--- config.mk ---
export PLATFORM = sky130hd
export DESIGN_NAME = ps2_rx_fifo
export DESIGN_NICKNAME = d
export VERILOG_FILES = /design/src/rtl/ps2_pkg.sv /design/src/rtl/ps2_clk_filter.sv /design/src/rtl/ps2_rx_fifo.sv
export SDC_FILE = /design/constraint.sdc
export NUM_CORES = 1
export LEC_CHECK = 0
export ABC_AREA = 1
export BUFFER_PORTS_ARGS = -buffer_cell sky130_fd_sc_hd__buf_2
export CAP_MARGIN = 20
export CORE_MARGIN = 3
export CORE_UTILIZATION = 45
export DETAILED_ROUTE_END_ITERATION = 10
export GPL_TIMING_DRIVEN = 0
export SETUP_SLACK_MARGIN = 0.4
export SLEW_MARGIN = 20
export SYNTH_ARGS = -nofsm -noshare
export SYNTH_HDL_FRONTEND = slang
export SYNTH_SLANG_ARGS = --single-unit
--- constraint.sdc ---
create_clock -name clk -period 4.4 [get_ports clk]
set_input_delay 0.22 -clock clk [delete_from_list [all_inputs] [get_ports clk]]
set_output_delay 0.22 -clock clk [all_outputs]
set_load 0.05 [all_outputs]
--- src/rtl/ps2_pkg.sv ---
// Shared types and frame constants for the PS/2 receive path.
package ps2_pkg;

  typedef enum logic [1:0] {IDLE, DATA, PARITY, STOP} ps2_state_t;

  localparam int unsigned FRAME_DATA_BITS = 8;
  localparam logic        START_BIT       = 1'b0;
  localparam logic        STOP_BIT        = 1'b1;

endpackage

--- src/rtl/ps2_clk_filter.sv ---
// Synchronises ps2_clk/ps2_data, deglitches the clock and emits a one-cycle
// strobe on each filtered falling edge together with the synchronised data bit.
module ps2_clk_filter #(
  parameter int unsigned SYNC_STAGES = 3,
  parameter int unsigned FILTER_LEN  = 4
) (
  input  logic clk,
  input  logic rst,
  input  logic ps2_clk,
  input  logic ps2_data,
  output logic sample,
  output logic sdata
);

  localparam int unsigned CW = $clog2(FILTER_LEN + 1);
  localparam logic [CW-1:0] LAST = CW'(FILTER_LEN - 1);

  logic [SYNC_STAGES-1:0] clk_sync;
  logic [SYNC_STAGES-1:0] data_sync;
  logic [CW-1:0]          cnt;
  logic                   fclk;
  logic                   sclk;

  assign sclk  = clk_sync[SYNC_STAGES-1];
  assign sdata = data_sync[SYNC_STAGES-1];

  // cnt tracks how long sclk has disagreed with fclk; any agreement restarts it
  always_ff @(posedge clk or posedge rst) begin
    if (rst) begin
      clk_sync  <= '1;
      data_sync <= '1;
      cnt       <= '0;
      fclk      <= 1'b1;
      sample    <= 1'b0;
    end else begin
      clk_sync  <= {clk_sync[SYNC_STAGES-2:0], ps2_clk};
      data_sync <= {data_sync[SYNC_STAGES-2:0], ps2_data};
      sample    <= 1'b0;
      if (sclk == fclk) begin
        cnt <= '0;
      end else if (cnt == LAST) begin
        fclk   <= sclk;
        cnt    <= '0;
        sample <= ~sclk;
      end else begin
        cnt <= cnt + CW'(1);
      end
    end
  end

endmodule

--- src/rtl/ps2_rx_fifo.sv ---
// PS/2 device-to-host receiver: frame FSM with timeout, sticky error flags and
// a first-word-fall-through byte FIFO.
module ps2_rx_fifo
  import ps2_pkg::*;
#(
  parameter int unsigned FIFO_DEPTH  = 8,
  parameter int unsigned SYNC_STAGES = 3,
  parameter int unsigned FILTER_LEN  = 4,
  parameter int unsigned TIMEOUT_CYC = 2000
) (
  input  logic                        clk,
  input  logic                        rst,
  input  logic                        ps2_clk,
  input  logic                        ps2_data,
  input  logic                        rd_en,
  input  logic                        clr_err,
  output logic [7:0]                  data,
  output logic                        ready,
  output logic [$clog2(FIFO_DEPTH):0] level,
  output logic                        overflow,
  output logic                        parity_err,
  output logic                        frame_err
);

  localparam int unsigned AW    = $clog2(FIFO_DEPTH);
  localparam int unsigned LW    = AW + 1;
  localparam int unsigned TW    = $clog2(TIMEOUT_CYC + 1);
  localparam int unsigned BW    = $clog2(FRAME_DATA_BITS);
  localparam logic [TW-1:0] TMO_LAST = TW'(TIMEOUT_CYC - 1);
  localparam logic [BW-1:0] BIT_LAST = BW'(FRAME_DATA_BITS - 1);

  logic sample, sdata;

  ps2_clk_filter #(
    .SYNC_STAGES(SYNC_STAGES),
    .FILTER_LEN (FILTER_LEN)
  ) u_filter (
    .clk     (clk),
    .rst     (rst),
    .ps2_clk (ps2_clk),
    .ps2_data(ps2_data),
    .sample  (sample),
    .sdata   (sdata)
  );

  ps2_state_t                 state, state_n;
  logic [BW-1:0]              bit_cnt, bit_cnt_n;
  logic [FRAME_DATA_BITS-1:0] shreg, shreg_n;
  logic                       par, par_n;
  logic [TW-1:0]              tmo, tmo_n;
  logic                       push, fe_ev, pe_ev;

  always_ff @(posedge clk or posedge rst) begin
    if (rst) begin
      state   <= IDLE;
      bit_cnt <= '0;
      shreg   <= '0;
      par     <= 1'b0;
      tmo     <= '0;
    end else begin
      state   <= state_n;
      bit_cnt <= bit_cnt_n;
      shreg   <= shreg_n;
      par     <= par_n;
      tmo     <= tmo_n;
    end
  end

  always_comb begin
    state_n   = state;
    bit_cnt_n = bit_cnt;
    shreg_n   = shreg;
    par_n     = par;
    tmo_n     = '0;
    push      = 1'b0;
    fe_ev     = 1'b0;
    pe_ev     = 1'b0;
    if (state != IDLE && !sample) begin
      if (tmo == TMO_LAST) begin
        state_n = IDLE;
        fe_ev   = 1'b1;
      end else begin
        tmo_n = tmo + TW'(1);
      end
    end
    if (sample) begin
      unique case (state)
        IDLE: if (sdata == START_BIT) begin
          state_n   = DATA;
          bit_cnt_n = '0;
        end
        DATA: begin
          shreg_n[bit_cnt] = sdata;
          if (bit_cnt == BIT_LAST) state_n = PARITY;
          else bit_cnt_n = bit_cnt + BW'(1);
        end
        PARITY: begin
          par_n   = sdata;
          state_n = STOP;
        end
        STOP: begin
          state_n = IDLE;
          if (sdata != STOP_BIT)     fe_ev = 1'b1;
          else if (!(^{shreg, par})) pe_ev = 1'b1;
          else                       push  = 1'b1;
        end
        default: state_n = IDLE;
      endcase
    end
  end

  logic [7:0]    mem [FIFO_DEPTH];
  logic [AW-1:0] wptr, rptr;
  logic          pop, full, wr, ovf_ev;

  assign ready  = (level != '0);
  assign full   = (level == LW'(FIFO_DEPTH));
  assign pop    = rd_en & ready;
  // a pop in the same cycle frees the slot, so a push at full still lands
  assign wr     = push & (~full | pop);
  assign ovf_ev = push & full & ~pop;
  assign data   = ready ? mem[rptr] : '0;

  always_ff @(posedge clk) begin
    if (wr) mem[wptr] <= shreg;
  end

  always_ff @(posedge clk or posedge rst) begin
    if (rst) begin
      wptr  <= '0;
      rptr  <= '0;
      level <= '0;
    end else begin
      if (wr)  wptr <= wptr + AW'(1);
      if (pop) rptr <= rptr + AW'(1);
      if (wr && !pop)      level <= level + LW'(1);
      else if (!wr && pop) level <= level - LW'(1);
    end
  end

  always_ff @(posedge clk or posedge rst) begin
    if (rst) begin
      overflow   <= 1'b0;
      parity_err <= 1'b0;
      frame_err  <= 1'b0;
    end else begin
      if (ovf_ev)       overflow <= 1'b1;
      else if (clr_err) overflow <= 1'b0;
      if (pe_ev)        parity_err <= 1'b1;
      else if (clr_err) parity_err <= 1'b0;
      if (fe_ev)        frame_err <= 1'b1;
      else if (clr_err) frame_err <= 1'b0;
    end
  end

endmodule

==> After elaboration in Yosys (flattened, before gate mapping) <==
Memories as Yosys holds them, arrays and structs flattened.
Cells that the tools add are included.
{ "totals": {"regBits": 49, "mem_bits_rw": 64, "in_bits": 6, "out_inout_bits": 16, "elab_cells": 105, "n_memories": 1} }
{ "memory_table": {"columns": ["name", "depth", "width", "read_ports", "rd_ports_with_merged_regs", "wr", "line", "source"], "rows": [
  ["mem", 8, 8, 1, 0, 1, "ps2_rx_fifo.sv:112", "logic [7:0] mem [FIFO_DEPTH];"]
]} }
{ "op_classes": {"add_sub_neg": 7, "order_cmp": 2, "eq_ne": 10, "mux": 40, "n_bitwise": 9, "n_reduce_logical": 20} }
{ "ops": {"columns": ["operator", "count"], "rows": [
  ["$mux W1", 22],
  ["$mux W11", 2],
  ["$add A3 B1 Y3 const B", 4],
  ["$mux W3", 4],
  ["$reduce_bool A2 Y1", 6],
  ["$add A11 B1 Y11 const B", 1],
  ["$eq A11 B11 Y1 const B", 1],
  ["$mux W2", 5],
  ["$reduce_xor A9 Y1", 1],
  ["$bwmux W8", 1],
  ["$mux W4", 2],
  ["$mux W8", 1],
  ["$pmux W2 S4", 1],
  ["$pmux W3 S2", 1],
  ["$reduce_and A2 Y1", 3],
  ["$add A4 B1 Y4 const B", 1],
  ["$and A1 B1 Y1", 4],
  ["$eq A2 B2 Y1 const B", 2],
  ["$eq A4 B4 Y1 const B", 1],
  ["$logic_and A1 B1 Y1", 4],
  ["$lt A3 B4 Y1 const B", 1],
  ["$ne A2 B2 Y1 const B", 2],
  ["$not A1 Y1", 4],
  ["$reduce_and A4 Y1", 1],
  ["11 further kinds", 13]
]} }

==> Depth between registers and ports, before layout <==
{ "depth": {"word_depth": 10, "ltp_mapped": 20, "depth_no_buf": 20} }

==> Modules after synthesis <==
Synthesis repeated with hierarchy kept, for this count alone.
{ "hier_totals": {"cells_unflattened": 470, "area_unflattened_um2": 5016.1} }
{ "by_module_without_submodules": {"columns": ["module", "instances", "cells_each", "area_per_inst_um2", "seq_area_each_um2"], "rows": [
  ["ps2_rx_fifo", 1, 438, 4638.2, 2872.8],
  ["ps2_clk_filter", 1, 32, 377.9, 284.0]
]} }

==> Worst setup path after synthesis <==
Ideal clock, no wire load.
{ "synth_path": {"path_kind": "reg2reg", "from": "reg level[0]", "to": "reg level[3]", "setup_time_ns": 0.146, "arrival_time_ns": 2.541, "required_ns": 4.254, "setup_slack_ns": 1.713, "stages_incl_launch_ff": 16, "n_path_buf": 0, "synth_period_minus_slack_ns": 2.687, "cell_sequence": "dfrtp_1 -> nor2_2 -> nand2_1 -> nand2_2 -> nand4_2 -> nand3_4 -> inv_1 -> ha_1 -> inv_1 -> ha_1 -> a21o_1 -> a21oi_1 -> nand2_1 -> nand2_1 -> nor2_1 -> xor2_1"} }
{ "synth_between": {"elab_chain_len": 7, "elab_cells_between_ends": 15, "classes_between": "add/sub: 2; eq/ne: 1; mux: 2; bitwise: 4; reduce/logical: 6"} }
{ "synth_lines": {"columns": ["item", "line", "source"], "rows": [
  ["from (decl)", "ps2_rx_fifo.sv:19", "output logic [$clog2(FIFO_DEPTH):0] level,"],
  ["from (signal assigned)", "ps2_rx_fifo.sv:136", "if (wr && !pop) level <= level + LW'(1);"],
  ["from (signal assigned)", "ps2_rx_fifo.sv:137", "else if (!wr && pop) level <= level - LW'(1);"],
  ["$reduce_bool A4 Y1 / $eq A4 B4 Y1 (equally long branches)", "ps2_rx_fifo.sv:116, ps2_rx_fifo.sv:117", null],
  ["$and A1 B1 Y1 / $not A1 Y1 (equally long branches)", "ps2_rx_fifo.sv:118, ps2_rx_fifo.sv:120", null],
  ["$or A1 B1 Y1 (*)", "ps2_rx_fifo.sv:120", "assign wr = push & (~full | pop);"],
  ["$and A1 B1 Y1 (*)", "ps2_rx_fifo.sv:120", null],
  ["net wr", "ps2_rx_fifo.sv:114", "logic pop, full, wr, ovf_ev;"],
  ["$logic_not A1 Y1", "ps2_rx_fifo.sv:137", null],
  ["$logic_and A1 B1 Y1", "ps2_rx_fifo.sv:137", null],
  ["$reduce_bool A2 Y1 (no line)", null, null]
]} }
Mark *: on every way through the listed nets, which the timed path passes. The rest lies on a longest branch. The select of a mux whose other input is x is not followed.
A chain may end at the register's enable or synchronous reset.

==> Worst setup path in the final report <==
{ "layout_path": {"from": "reg shreg[5]", "to": "reg level[3]"} }
{ "layout_between": {"elab_chain_len": 9, "elab_cells_between_ends": 11, "classes_between": "mux: 5; bitwise: 1; reduce/logical: 5"} }
{ "layout_lines": {"columns": ["item", "line", "source"], "rows": [
  ["from (decl)", "ps2_rx_fifo.sv:48", "logic [FRAME_DATA_BITS-1:0] shreg, shreg_n;"],
  ["from (signal assigned)", "ps2_rx_fifo.sv:63", "shreg <= shreg_n;"],
  ["$reduce_xor A9 Y1 (*)", "ps2_rx_fifo.sv:104", "else if (!(^{shreg, par})) pe_ev = 1'b1;"],
  ["$mux W1 (*)", "ps2_rx_fifo.sv:104", null],
  ["$mux W1 (*)", "ps2_rx_fifo.sv:103", "if (sdata != STOP_BIT) fe_ev = 1'b1;"],
  ["$mux W1 (*)", "ps2_rx_fifo.sv:87", "unique case (state)"],
  ["$mux W1 (*)", "ps2_rx_fifo.sv:86", "if (sample) begin"],
  ["$and A1 B1 Y1 (*)", "ps2_rx_fifo.sv:120", null],
  ["net wr", "ps2_rx_fifo.sv:114", null],
  ["$logic_not A1 Y1", "ps2_rx_fifo.sv:137", null],
  ["$logic_and A1 B1 Y1", "ps2_rx_fifo.sv:137", null],
  ["$reduce_bool A2 Y1 (no line)", null, null]
]} }
Mark *: on every way through the listed nets, which the timed path passes. The rest lies on a longest branch.

==> flow_summary.json <==
{
  "outcome": "finished, final reports clean",
  "critical_path.most_common_cell": "sky130_fd_sc_hd__nand2_1",
  "clk_root_buffer_cell": "sky130_fd_sc_hd__clkbuf_8",
  "hold-path-cell-count": 3,
  "seq_power_share_pct": 33.7,
  "postSynthAreaPerCell_um2": 10.9,
  "path_class": "register to register",
  "ios": 22,
  "post_route_cells_drive_above_1_share_pct": 17.5,
  "grt.overflow.total": 0,
  "clock-skew-final_ps": 6.75,
  "slew_headroom_pct": 40.9,
  "die_x_um": 111,
  "layout-area-overhead-vs-synth_pct": 18.5,
  "antenna_found_initial": 0,
  "clock_sink_count": 113,
  "timing.critical_path.max_delay_family": "simple AND/OR/NAND/NOR gates",
  "slowest_delay_ps": 550,
  "worst-path-buf-inv": 3,
  "synth_async_sr_flop_share_pct": 43.4,
  "global_route.usage.met2_pct": 29.6,
  "min_delay_worst_endpoint": "rptr[0]",
  "wl_per_cell_um": 16.2,
  "hp-start": "rd_en",
  "clkLatencyLatePin_ps": 510,
  "detail_route.iter0.violations": 243,
  "start_kind": "register",
  "synth_seq_area_share_pct": 63.5,
  "cellLeakagePower_nw": 2.40,
  "crit_path_max_fanout": 10,
  "detailedPlace.worstSlack_ps": 1560,
  "antenna_left": 0,
  "port-buffer-count": 21,
  "rsz_0062_raised_after_global_routing": "no",
  "fp.coreArea_um2": 10500,
  "use_met1_pct": 22.8,
  "grt_pass1_wl_um": 17400,
  "power_frac_comb_pct": 33.2,
  "critical_path.endpoint_type": "register",
  "die-area_um2": 12300,
  "finalSetupTns_ps": 0,
  "syn-cell-area_um2": 4970,
  "initial_utilization_pct": 47.3,
  "crit_path_start": "shreg[5]",
  "reg_to_reg_start": "shreg[5]",
  "die_height_um": 111,
  "top_usage_layer": "met2",
  "diodes": 0,
  "cts_repair_resize_count": 0,
  "pin_count_of_the_biggest_net_entering_global_routing": 28,
  "path_depth": 19,
  "firstDrtPassIters": 5,
  "via_count_of_the_first_global_routing_pass": 3512,
  "synth_cell_type_count": 35,
  "synth_area_leaders": "sky130_fd_sc_hd__edfxtp_1, sky130_fd_sc_hd__dfrtp_1, sky130_fd_sc_hd__nor2_1, sky130_fd_sc_hd__nand2_1, sky130_fd_sc_hd__dfstp_2",
  "cellPowerDensity_nw_per_um2": 659,
  "fmaxAchievable_mhz": 352,
  "groute.usage.overall_pct": 18.0,
  "timing.final.crit_share_pct": 64.5,
  "cts-root-to-sink-buffers": 2,
  "wirelength_um": 10500,
  "worst_path_max_delay_cell": "sky130_fd_sc_hd__dfrtp_1",
  "r2r-end": "level[3]",
  "cts_htree_levels": 4,
  "library_cell_with_the_highest_instance_count_after_synthesis": "sky130_fd_sc_hd__nor2_1",
  "fin_util_pct": 56.0,
  "required_worst_endpoint_ps": 4790,
  "viasPerCell": 5.28,
  "peakVddDrop_uv": 774,
  "time_the_worst_path_needs_with_i_o_delays_and_setup_ps": 2840,
  "finish.net_count": 518,
  "multiInputGateArea_um2": 1610,
  "use_met3_pct": 4.69,
  "layout_setup_ws_ps": 1560,
  "synth_ff_type": "sky130_fd_sc_hd__edfxtp_1",
  "switching_share_pct": 39.1,
  "row_count": 37,
  "report.final.hold_viol_count": 0,
  "tritoncts": "yes",
  "worst-r2r-setup-slack_ps": 1560,
  "fillCellCount": 898,
  "netlist.area_leader.share_pct": 38.7,
  "worst-r2r-cell-count": 19,
  "cts.clk_slew.worst_paths_ps": 60,
  "cells_traversed_along_the_worst_timing_path": "inv_1 > nand2_1 > nand2_1 > nand2_1 > nand2_1 > nand2_1 > nand3_1 > nand2_2 > nand3_4 > inv_1 > ha_1 > inv_1 > ha_1 > a21o_1 > a21oi_1 > nand2_1 > nand2_1 > nor2_1 > xor2_1",
  "synth_commonest_cells": "sky130_fd_sc_hd__nor2_1, sky130_fd_sc_hd__edfxtp_1, sky130_fd_sc_hd__nand2_1",
  "setup_violators_final": 0,
  "post_synth_net_total": 473,
  "cell_internal_pwr_mw": 2.36,
  "netlist_instances": 457,
  "remaining_design_rule_violation_count": 0,
  "clock_power_share_pct": 33.1,
  "timing.critical_path.arrival_ps": 3230,
  "yosysTopAreaCell": "sky130_fd_sc_hd__edfxtp_1",
  "switchingPower_mw": 1.52,
  "sequential_cell_area_um2": 3160,
  "num_vias": 3436,
  "min_path_type": "input pin to register",
  "tightest_slew_ps": 883,
  "place_congestion": 0.852,
  "placed_wire_length_estimate_after_detailed_placement_um": 6880,
  "maxCapViolations": 0,
  "tritoncts.num_buffers": 17,
  "number_of_synthesized_register_bits": 113,
  "synth_edf_count": 64,
  "ys_warn_count": 0,
  "report.final.slew_viol_count": 0,
  "report.power.total_mw": 3.88
}
[worst min-delay path, cell delays in order]
cell                      delay (ps)
sky130_fd_sc_hd__buf_2           110
sky130_fd_sc_hd__nand2_2         110
sky130_fd_sc_hd__xor2_1           70
[repair_timing]
item / 4_1_cts / 5_1_grt
hold buffers: 4 / 0
hold endpoints to repair: 30 / 0
setup buffers: 0 / 0
[cells in the final DEF (no fill, tap or decap), types with 2 or more instances in the layout]
master / count
sky130_fd_sc_hd__nor2_1: 96
sky130_fd_sc_hd__edfxtp_1: 64
sky130_fd_sc_hd__nand2_1: 52
sky130_fd_sc_hd__dfrtp_1: 42
sky130_fd_sc_hd__o21ai_0: 36
sky130_fd_sc_hd__inv_1: 34
sky130_fd_sc_hd__buf_2: 27
sky130_fd_sc_hd__clkbuf_16: 19
sky130_fd_sc_hd__nand3_1: 16
sky130_fd_sc_hd__o32ai_1: 16
sky130_fd_sc_hd__a21oi_1: 11
sky130_fd_sc_hd__ha_1: 9
sky130_fd_sc_hd__xor2_1: 8
sky130_fd_sc_hd__xnor2_1: 8
sky130_fd_sc_hd__nor3_1: 7
sky130_fd_sc_hd__dfstp_2: 7
sky130_fd_sc_hd__clkbuf_1: 6
sky130_fd_sc_hd__nand4_1: 5
sky130_fd_sc_hd__nor4_1: 5
sky130_fd_sc_hd__nand2_2: 4
sky130_fd_sc_hd__inv_2: 4
sky130_fd_sc_hd__clkinv_2: 4
sky130_fd_sc_hd__dlygate4sd3_1: 4
sky130_fd_sc_hd__nor3_2: 3
sky130_fd_sc_hd__a31oi_1: 3
sky130_fd_sc_hd__inv_4: 3
sky130_fd_sc_hd__nor2_2: 2
sky130_fd_sc_hd__nor2_4: 2
sky130_fd_sc_hd__clkbuf_8: 2
sky130_fd_sc_hd__clkinv_4: 2
sky130_fd_sc_hd__clkinvlp_4: 2
[power groups by stage]
| stage | combinational, mW | clock, mW | sequential, mW |
|---|---|---|---|
| 2_1_floorplan | 0.899 | 0 | 1.37 |
| 3_3_place_gp | 1.25 | 0 | 1.32 |
| 3_5_place_dp | 1.28 | 0 | 1.33 |
| 4_1_cts | 1.28 | 1.31 | 1.31 |
| 5_1_grt | 1.41 | 1.35 | 1.33 |
| 6_report | 1.29 | 1.28 | 1.31 |
[logic make-up (layout without fill, tap and decap cells)]
kind of cell               count (synthesis)  after routing  synth area share [%]
adders and majority gates                 10             10                  2.67
AOI/OAI and AO/OA                         70             70                  8.66
muxes                                      1              1                 0.227
and+or+nand+nor                          196            196                  18.0
buffers and inverters                     51            109                  4.08
xor gates and xnor gates                  16             16                  2.82
DFF                                      113            113                  63.5
[routing by layer]
metal | vias to the layer above | part of all wire (%)
li1 | 1673 | -
met4 | 0 | 0.90
met3 | 11 | 3.7
met5 | - | 0
met1 | 1689 | 46
met2 | 63 | 49
[metrics by stage]
step | std cells | hold slack [ps] | area, um2
floorplan | 457 | 224 | 4970
global placement | 614 | 326 | 5240
detailed placement | 615 | 327 | 5270
CTS | 651 | 36.4 | 5890
global route | 651 | 51.4 | 5890
finish | 651 | 49.5 | 5890
[state kept, by name, summed over array words and instances, names as in the netlist, 4 cells and up]
name	cells
mem	64
tmo	11
shreg	8
level	4
[how the worst max path moves through the flow]
stage,to,slack (ps)
detailed placement,level[3],1560
CTS,level[3],1550
global placement,level[3],1640
global route,level[3],1350
floorplan,level[3],1710
finish,level[3],1560
[area by class of cell]
cell class                      instances  share of cell area, %
Buffer                                 13                   1.02
Clock buffer                           21                   8.55
Clock inverter                         11                   1.21
Inverter                               38                   2.42
Multi-Input combinational cell        293                   27.3
Sequential cell                       113                   53.6
Tap cell                              136                   2.89
Timing Repair Buffer                   26                   2.93
No activity file was read; power rests on OpenSTA's default activity.
